### src/rtl/imm_gen_pipe.sv
// Registered RISC-V immediate generator with valid/ready handshake and a 2-entry skid buffer.
// Extracts the I/S/B/U/J/shamt immediate, optionally decoding the format from the opcode.
module imm_gen_pipe #(
  parameter int unsigned XLEN        = 32,
  parameter bit          AUTO_DECODE = 1'b0,
  parameter int unsigned TAG_W       = 32
) (
  input  logic             clk,
  input  logic             rst_n,
  input  logic             in_valid,
  output logic             in_ready,
  input  logic [31:0]      instruction,
  input  logic [2:0]       imm_src,
  input  logic [TAG_W-1:0] in_tag,
  output logic             out_valid,
  input  logic             out_ready,
  output logic [XLEN-1:0]  immediate,
  output logic             imm_err,
  output logic [TAG_W-1:0] out_tag
);

  localparam logic [1:0] ST_EMPTY = 2'd0;
  localparam logic [1:0] ST_ONE   = 2'd1;
  localparam logic [1:0] ST_TWO   = 2'd2;

  localparam logic [2:0] FMT_I   = 3'b000;
  localparam logic [2:0] FMT_S   = 3'b001;
  localparam logic [2:0] FMT_B   = 3'b010;
  localparam logic [2:0] FMT_U   = 3'b011;
  localparam logic [2:0] FMT_J   = 3'b100;
  localparam logic [2:0] FMT_SH  = 3'b101;
  localparam logic [2:0] FMT_BAD = 3'b110;

  logic [1:0]      state, state_nxt;
  logic [2:0]      auto_fmt_c, fmt_c;
  logic [31:0]     imm32_c;
  logic            is_shamt_c, err_c;
  logic [XLEN-1:0] imm_c;
  logic            accept_c, drain_c;
  logic            load_out_in_c, load_out_skid_c, load_skid_c;

  logic [XLEN-1:0]  skid_imm;
  logic             skid_err;
  logic [TAG_W-1:0] skid_tag;

  // Format derived from opcode/funct3
  always_comb begin
    auto_fmt_c = FMT_BAD;
    case (instruction[6:0])
      7'b0010011: auto_fmt_c = (instruction[13:12] == 2'b01) ? FMT_SH : FMT_I;
      7'b0000011,
      7'b1100111: auto_fmt_c = FMT_I;
      7'b0100011: auto_fmt_c = FMT_S;
      7'b1100011: auto_fmt_c = FMT_B;
      7'b0110111,
      7'b0010111: auto_fmt_c = FMT_U;
      7'b1101111: auto_fmt_c = FMT_J;
      default:    auto_fmt_c = FMT_BAD;
    endcase
  end

  assign fmt_c = AUTO_DECODE ? auto_fmt_c : imm_src;

  // Immediate sign-extended to 32 bits; shamt handled separately as it zero-extends
  always_comb begin
    imm32_c    = '0;
    is_shamt_c = 1'b0;
    err_c      = 1'b0;
    case (fmt_c)
      FMT_I:  imm32_c = {{20{instruction[31]}}, instruction[31:20]};
      FMT_S:  imm32_c = {{20{instruction[31]}}, instruction[31:25], instruction[11:7]};
      FMT_B:  imm32_c = {{20{instruction[31]}}, instruction[7], instruction[30:25],
                         instruction[11:8], 1'b0};
      FMT_U:  imm32_c = {instruction[31:12], 12'b0};
      FMT_J:  imm32_c = {{12{instruction[31]}}, instruction[19:12], instruction[20],
                         instruction[30:21], 1'b0};
      FMT_SH: is_shamt_c = 1'b1;
      default: err_c = 1'b1;
    endcase
  end

  if (XLEN == 64) begin : g_x64
    assign imm_c = is_shamt_c ? XLEN'({58'd0, instruction[25:20]})
                              : XLEN'({{32{imm32_c[31]}}, imm32_c});
  end else begin : g_x32
    assign imm_c = is_shamt_c ? XLEN'({27'd0, instruction[24:20]}) : XLEN'(imm32_c);
  end

  assign accept_c = in_valid && in_ready;
  assign drain_c  = out_valid && out_ready;

  always_ff @(posedge clk) begin
    if (!rst_n) state <= ST_EMPTY;
    else        state <= state_nxt;
  end

  // Occupancy transitions and register load selects
  always_comb begin
    state_nxt       = state;
    load_out_in_c   = 1'b0;
    load_out_skid_c = 1'b0;
    load_skid_c     = 1'b0;
    case (state)
      ST_EMPTY: begin
        if (accept_c) begin
          state_nxt     = ST_ONE;
          load_out_in_c = 1'b1;
        end
      end
      ST_ONE: begin
        if (accept_c && drain_c) begin
          load_out_in_c = 1'b1;
        end else if (accept_c) begin
          state_nxt   = ST_TWO;
          load_skid_c = 1'b1;
        end else if (drain_c) begin
          state_nxt = ST_EMPTY;
        end
      end
      ST_TWO: begin
        if (drain_c) begin
          state_nxt       = ST_ONE;
          load_out_skid_c = 1'b1;
        end
      end
      default: state_nxt = ST_EMPTY;
    endcase
  end

  always_ff @(posedge clk) begin
    if (!rst_n) begin
      out_valid <= 1'b0;
      in_ready  <= 1'b0;
      immediate <= '0;
      imm_err   <= 1'b0;
      out_tag   <= '0;
      skid_imm  <= '0;
      skid_err  <= 1'b0;
      skid_tag  <= '0;
    end else begin
      out_valid <= (state_nxt != ST_EMPTY);
      in_ready  <= (state_nxt != ST_TWO);
      if (load_out_in_c) begin
        immediate <= imm_c;
        imm_err   <= err_c;
        out_tag   <= in_tag;
      end else if (load_out_skid_c) begin
        immediate <= skid_imm;
        imm_err   <= skid_err;
        out_tag   <= skid_tag;
      end
      if (load_skid_c) begin
        skid_imm <= imm_c;
        skid_err <= err_c;
        skid_tag <= in_tag;
      end
    end
  end

endmodule
### config.mk
export PLATFORM = sky130hd
export DESIGN_NAME = imm_gen_pipe
export DESIGN_NICKNAME = d
export VERILOG_FILES = /design/src/rtl/imm_gen_pipe.sv
export SDC_FILE = /design/constraint.sdc
export NUM_CORES = 1
export LEC_CHECK = 0
export ABC_CLOCK_PERIOD_IN_PS = 1400
export CAP_MARGIN = 20
export CORE_MARGIN = 10
export CORE_UTILIZATION = 37
export DETAILED_ROUTE_END_ITERATION = 10
export GPL_TIMING_DRIVEN = 0
export PLACE_DENSITY_LB_ADDON = 0.12
export SETUP_SLACK_MARGIN = 0.4
export SLEW_MARGIN = 0
export SYNTH_ARGS = -nofsm -noshare
export SYNTH_HDL_FRONTEND = slang
export SYNTH_SLANG_ARGS = --single-unit
### constraint.sdc
create_clock -name clk -period 1.4 [get_ports clk]
set_input_delay 0.35 -clock clk [delete_from_list [all_inputs] [get_ports clk]]
set_output_delay 0.35 -clock clk [all_outputs]
set_load 0.05 [all_outputs]
# == Word level (Yosys, flattened, before mapping) ==
# Cells that the tools add are included.
# classes
add_sub_neg,0
mul,0
div_mod_pow,0
magnitude_cmp,0
eq_ne,8
shift,0
mux,23
bitwise_logic,0
n_reduce_logical,8
# ops
operator,count
two-way mux 32 bit,5
one-hot mux 32 bit (5 select lines),1
two-way mux 1 bit,10
two-way mux 2 bit,5
equality test 3 x 2 -> 1 bit (second input constant),2
equality test 3 bit (second input constant),2
one-hot mux 2 bit (3 select lines),1
OR reduction 6 bit,1
nonzero test 2 bit,2
equality test 3 x 1 -> 1 bit (second input constant),1
logical AND 1 bit,3
logical NOT 3 bit,1
equality test 2 x 1 -> 1 bit (second input constant),1
equality test 2 bit (second input constant),1
logical NOT 2 bit,1
inequality test 2 bit (second input constant),1
one-hot mux 1 bit (2 select lines),1
# totals
ff_bits,134
latch_bits,0
mem_bits_rw,0
mem_bits_ro,0
in_bits,71
out_inout_bits,67
elab_cells,48
mem_count,0

# == Logic depth before layout (Yosys ltp) ==
# Gate-level depths: netlist (run 1).
# depth
word_depth,6
mapped_depth,7
mapped_depth_nobuf,4

# == Least setup slack after synthesis (run 1) ==
# OpenSTA, ideal clock, no wires.
# synth_path
path_kind,register to register
startpoint,reg out_valid
endpoint,reg immediate[21]
setup_time_ps,128
arrival_time_ps,1690
required_time_ps,1272
slack_ps,-418
stages_incl_launch_ff,6
n_path_buf,2
synth_period_minus_slack_ps,1818
path_cell_list,dfxtp_1 > and4b_1 > buf_2 > buf_4 > mux2i_1 > o22ai_1
# synth_via
elab_chain_cells,5
elab_cells_between_ends,8
cone_classes,5 x mux; 3 x reduce/logical
# synth_lines
item,line,text
from (decl),15,"output logic out_valid,"
from (signal assigned),141,out_valid <= (state_nxt != ST_EMPTY);
logical AND 1 bit (*),90,assign drain_c = out_valid && out_ready;
logical AND 1 bit,111,if (accept_c && drain_c) begin
two-way mux 1 bit,111,
one-hot mux 1 bit (2 select lines),103,case (state)
two-way mux 32 bit / nonzero test 2 bit (equally long branches),n/a,
to (signal assigned),144,immediate <= imm_c;
to (signal assigned),148,immediate <= skid_imm;
to (decl),17,"output logic [XLEN-1:0] immediate,"
# Every way passes the cells marked *; elsewhere a longest branch is shown, timed or not.
# A chain may end at the register's enable or synchronous reset.

# == Worst setup path after layout (run 1) ==
# layout_path
startpoint,reg state[1]
endpoint,reg immediate[11]
# layout_via
elab_chain_cells,3
elab_cells_between_ends,7
cone_classes,2 x eq/ne; 3 x mux; 2 x reduce/logical
# layout_lines
item,line,text
from (decl),34,"logic [1:0] state, state_nxt;"
from (signal assigned),94,else state <= state_nxt;
"equality test 2 x 1 -> 1 bit, or another cell as far along",103,
one-hot mux 1 bit (2 select lines) / two-way mux 1 bit (equally long branches),103,
two-way mux 32 bit / nonzero test 2 bit (equally long branches),n/a,
# Several ways; a longest one is shown, not always the timed one.

==> results.cfg, run 1 <==
[critical_path]
required_ps = 1700
crit_end = immediate[11]$_SDFFE_PN0P_
timing.rr.start = state[1]$_SDFF_PN0_
arrival_ps = 1830
r2r_slack_ps = -130
worstSetupPathType = flip-flop to flip-flop
reg2reg_depth = 8
cp-start-kind = flip-flop
startpoint = state[1]$_SDFF_PN0_
setup.worst_path.end_class = flip-flop
crit_fanout = 8
worstReg2RegEnd = immediate[11]$_SDFFE_PN0P_

[finish]
area_delta_synth_final_pct = 77.4
regArea_um2 = 2810
n_fill_cell = 1105
fin_area_um2 = 9930
finish.net_count = 911
final_cell_mix = 82 x buf_8, 81 x nand2_1, 66 x dfxtp_1
drive_gt1_frac = 0.485
multi_input_area_um2 = 3160
final_core_util = 0.676
instances_no_fill = 1036
diodes = 0
final_common_cell = buf_8

[die]
die_h_um = 143
die_x_um = 143
die_area_um2 = 20400
core_area_um2 = 14700
start_util = 0.381
num_rows = 44
ioPinCount = 138

[routing]
avgViaCountPerCell = 5.38
drt-initial-drc-count = 237
antenna_left = 0
wl_per_cell_um = 18.9
num_vias = 5569
drt-total-wl_mm = 19.5
firstDrtPassIters = 5
drc = 0

[global_route]
antenna_found_initial = 0
grt_pass1_wl_mm = 28.5
grt_max_degree = 17
overflow = 0
grt_pass1_vias = 5379
grt_usage = 0.176

[pwr]
p_total_mw = 10.9
leakage_nw = 3.73
power-per-cell-area_nw_per_um2 = 1100
ir_drop_v = 0.000895

[clock_network]
ctsHtreeMaxLevel = 4
cts_buffers = 17
cts.reportedPaths.clkPinSlew_ps = 60
clockBufferDepth = 2
clock_latency_ps = 440
cts_tree = yes
cts_root_buf = clkbuf_16
cts.sinks = 134

[worst_hold_path]
hold_path_class = primary input to flip-flop

[timing]
clock.fmax_mhz = 654
finalSetupViolations = 122
rsz0062_at_grt = yes
hold_ws_ps = 350
worst_pin_slew_ps = 475
slew_headroom = 0.684
fin_ws_ps = -130
finalHoldViolCount = 0
fin_crit_ps = 1530
slew_violations = 0
clock_skew_ps = 14.8
timing.final.crit_share = 1.09

[synthesis]
syn_nets = 698
ys.flop_type = dfxtp_1
yosys-top-cells-area = dfxtp_1 48%, nand2_1 8.0%, a21boi_1 6.6%, a21oi_1 5.3%, a22oi_1 5.0%
syn_inst = 627
avgSynthCellArea_um2 = 8.93
netlist_area_um2 = 5600
synth_top_area_share = 0.479
ys_warn_count = 0
synth_edf_count = 0
ys_types = 41
ys_seq_elements = 134
seq_area_frac_synth = 0.479
postSynth.asyncResetShare = 0
synth_top_cell_by_area = dfxtp_1

[status]
status = finished with violations
violations = setup timing

[place]
place.gp.congestion = 0.804
hpwl_mm = 12.3
io_buffers = 127
postPlaceCellArea_um2 = 7250
post-place-cells = 938

[job]
max-cap-violations = 0
-- power breakdown --
part / internal (mW) / switching, mW / leakage, nW
combinational: 1.03 / 1.07 / 2.31
sequential: 3.97 / 0.135 / 1.12
clock: 3.05 / 1.66 / 0.300
-- cells in the mapped netlist, types with 2 or more instances --
cell,n
mux2i_1,25
clkbuf_1,21
a21boi_0,27
buf_4,6
o21a_1,2
a21boi_1,49
nand2b_1,2
nor3_1,6
a31oi_1,2
buf_1,2
and2_1,4
buf_2,20
a22oi_1,37
dfxtp_1,134
nand2_1,120
a211oi_1,6
a21oi_1,59
buf_6,8
o22a_1,8
o21ai_0,31
inv_1,2
o22ai_1,26
nand3_1,8
nor2b_1,5
-- critical path, stage by stage (launching register included) --
cell and delay (ps):
dfxtp_2 310, buf_6 120, buf_6 120, nor3_4 170, buf_6 160, nand2b_1 120, buf_6 160, clkbuf_16 160
o22ai_1 60
-- flip-flops by register name (all words and copies together), names as in the netlist --
name and flops:
skid_err 1, state 2, skid_tag 32, immediate 32, in_ready 1, out_tag 32
skid_imm 32, imm_err 1, out_valid 1
-- cells by family after synthesis --
logic type / synth area share
xor+xnor: 0.00156
mux: 0.0467
buf+inv: 0.0597
flops: 0.479
compound gates: 0.292
simple gates: 0.121
-- layout make-up --
| type | instances | share of cell area |
|---|---|---|
| well taps | 184 | 0.0232 |
| clock inverters | 9 | 0.0150 |
| inverters | 2 | 0.000756 |
| repair buffers | 194 | 0.248 |
| multi-input cells | 433 | 0.318 |
| plain buffers | 58 | 0.0650 |
| clock buffers | 22 | 0.0467 |
| flip-flops and latches | 134 | 0.283 |
-- what timing repair did --
action,in CTS,in global routing
setup buffers,22,30
gates resized for setup,720,160
pin swaps,29,61
hold buffers,0,0
gates cloned,7,8
setup endpoints to repair,201,201
-- layer usage --
layer | vias up | share of wire | track usage
met4 | 0 | 0.020 | 0.0673
li1 | 2676 | - | -
met1 | 2687 | 0.40 | 0.201
met3 | 32 | 0.063 | 0.0567
met2 | 174 | 0.52 | 0.298
met5 | - | 0 | 0
-- stage by stage --
stage               setup slack [ps]  TNS (ps)
CTS                            -71.5     -3680
global route                    -172    -15260
detailed placement              -958   -117740
floorplan                       -102     -4740
finish                          -130     -7710
global placement                -942   -113540
-- worst min path at each step --
stage          depth (start not counted)  slack [ps]                 startpoint                         to
6_report                               3         350                 imm_src[1]       imm_err$_SDFFE_PN0P_
5_1_grt                                3         360                 imm_src[1]       imm_err$_SDFFE_PN0P_
4_1_cts                                4         330                 imm_src[1]   skid_imm[0]$_SDFFE_PN0P_
3_5_place_dp                           2         440  skid_tag[31]$_SDFFE_PN0P_  skid_tag[31]$_SDFFE_PN0P_
3_3_place_gp                           2         440   skid_tag[7]$_SDFFE_PN0P_   skid_tag[7]$_SDFFE_PN0P_
2_1_floorplan                          2         430   skid_tag[0]$_SDFFE_PN0P_   skid_tag[0]$_SDFFE_PN0P_
(Power assumes the default switching activity.)
==> inputs of run 2 (changes only) <==
--- a/config.mk
+++ b/config.mk
@@ -9,6 +9,7 @@
 export CAP_MARGIN = 20
 export CORE_MARGIN = 10
 export CORE_UTILIZATION = 37
+export CTS_CLUSTER_DIAMETER = 30
 export DETAILED_ROUTE_END_ITERATION = 10
 export GPL_TIMING_DRIVEN = 0
 export PLACE_DENSITY_LB_ADDON = 0.12
==> results of run 2 <==
Same layout as run 1: the final DEF is identical, and so are final timing and power.
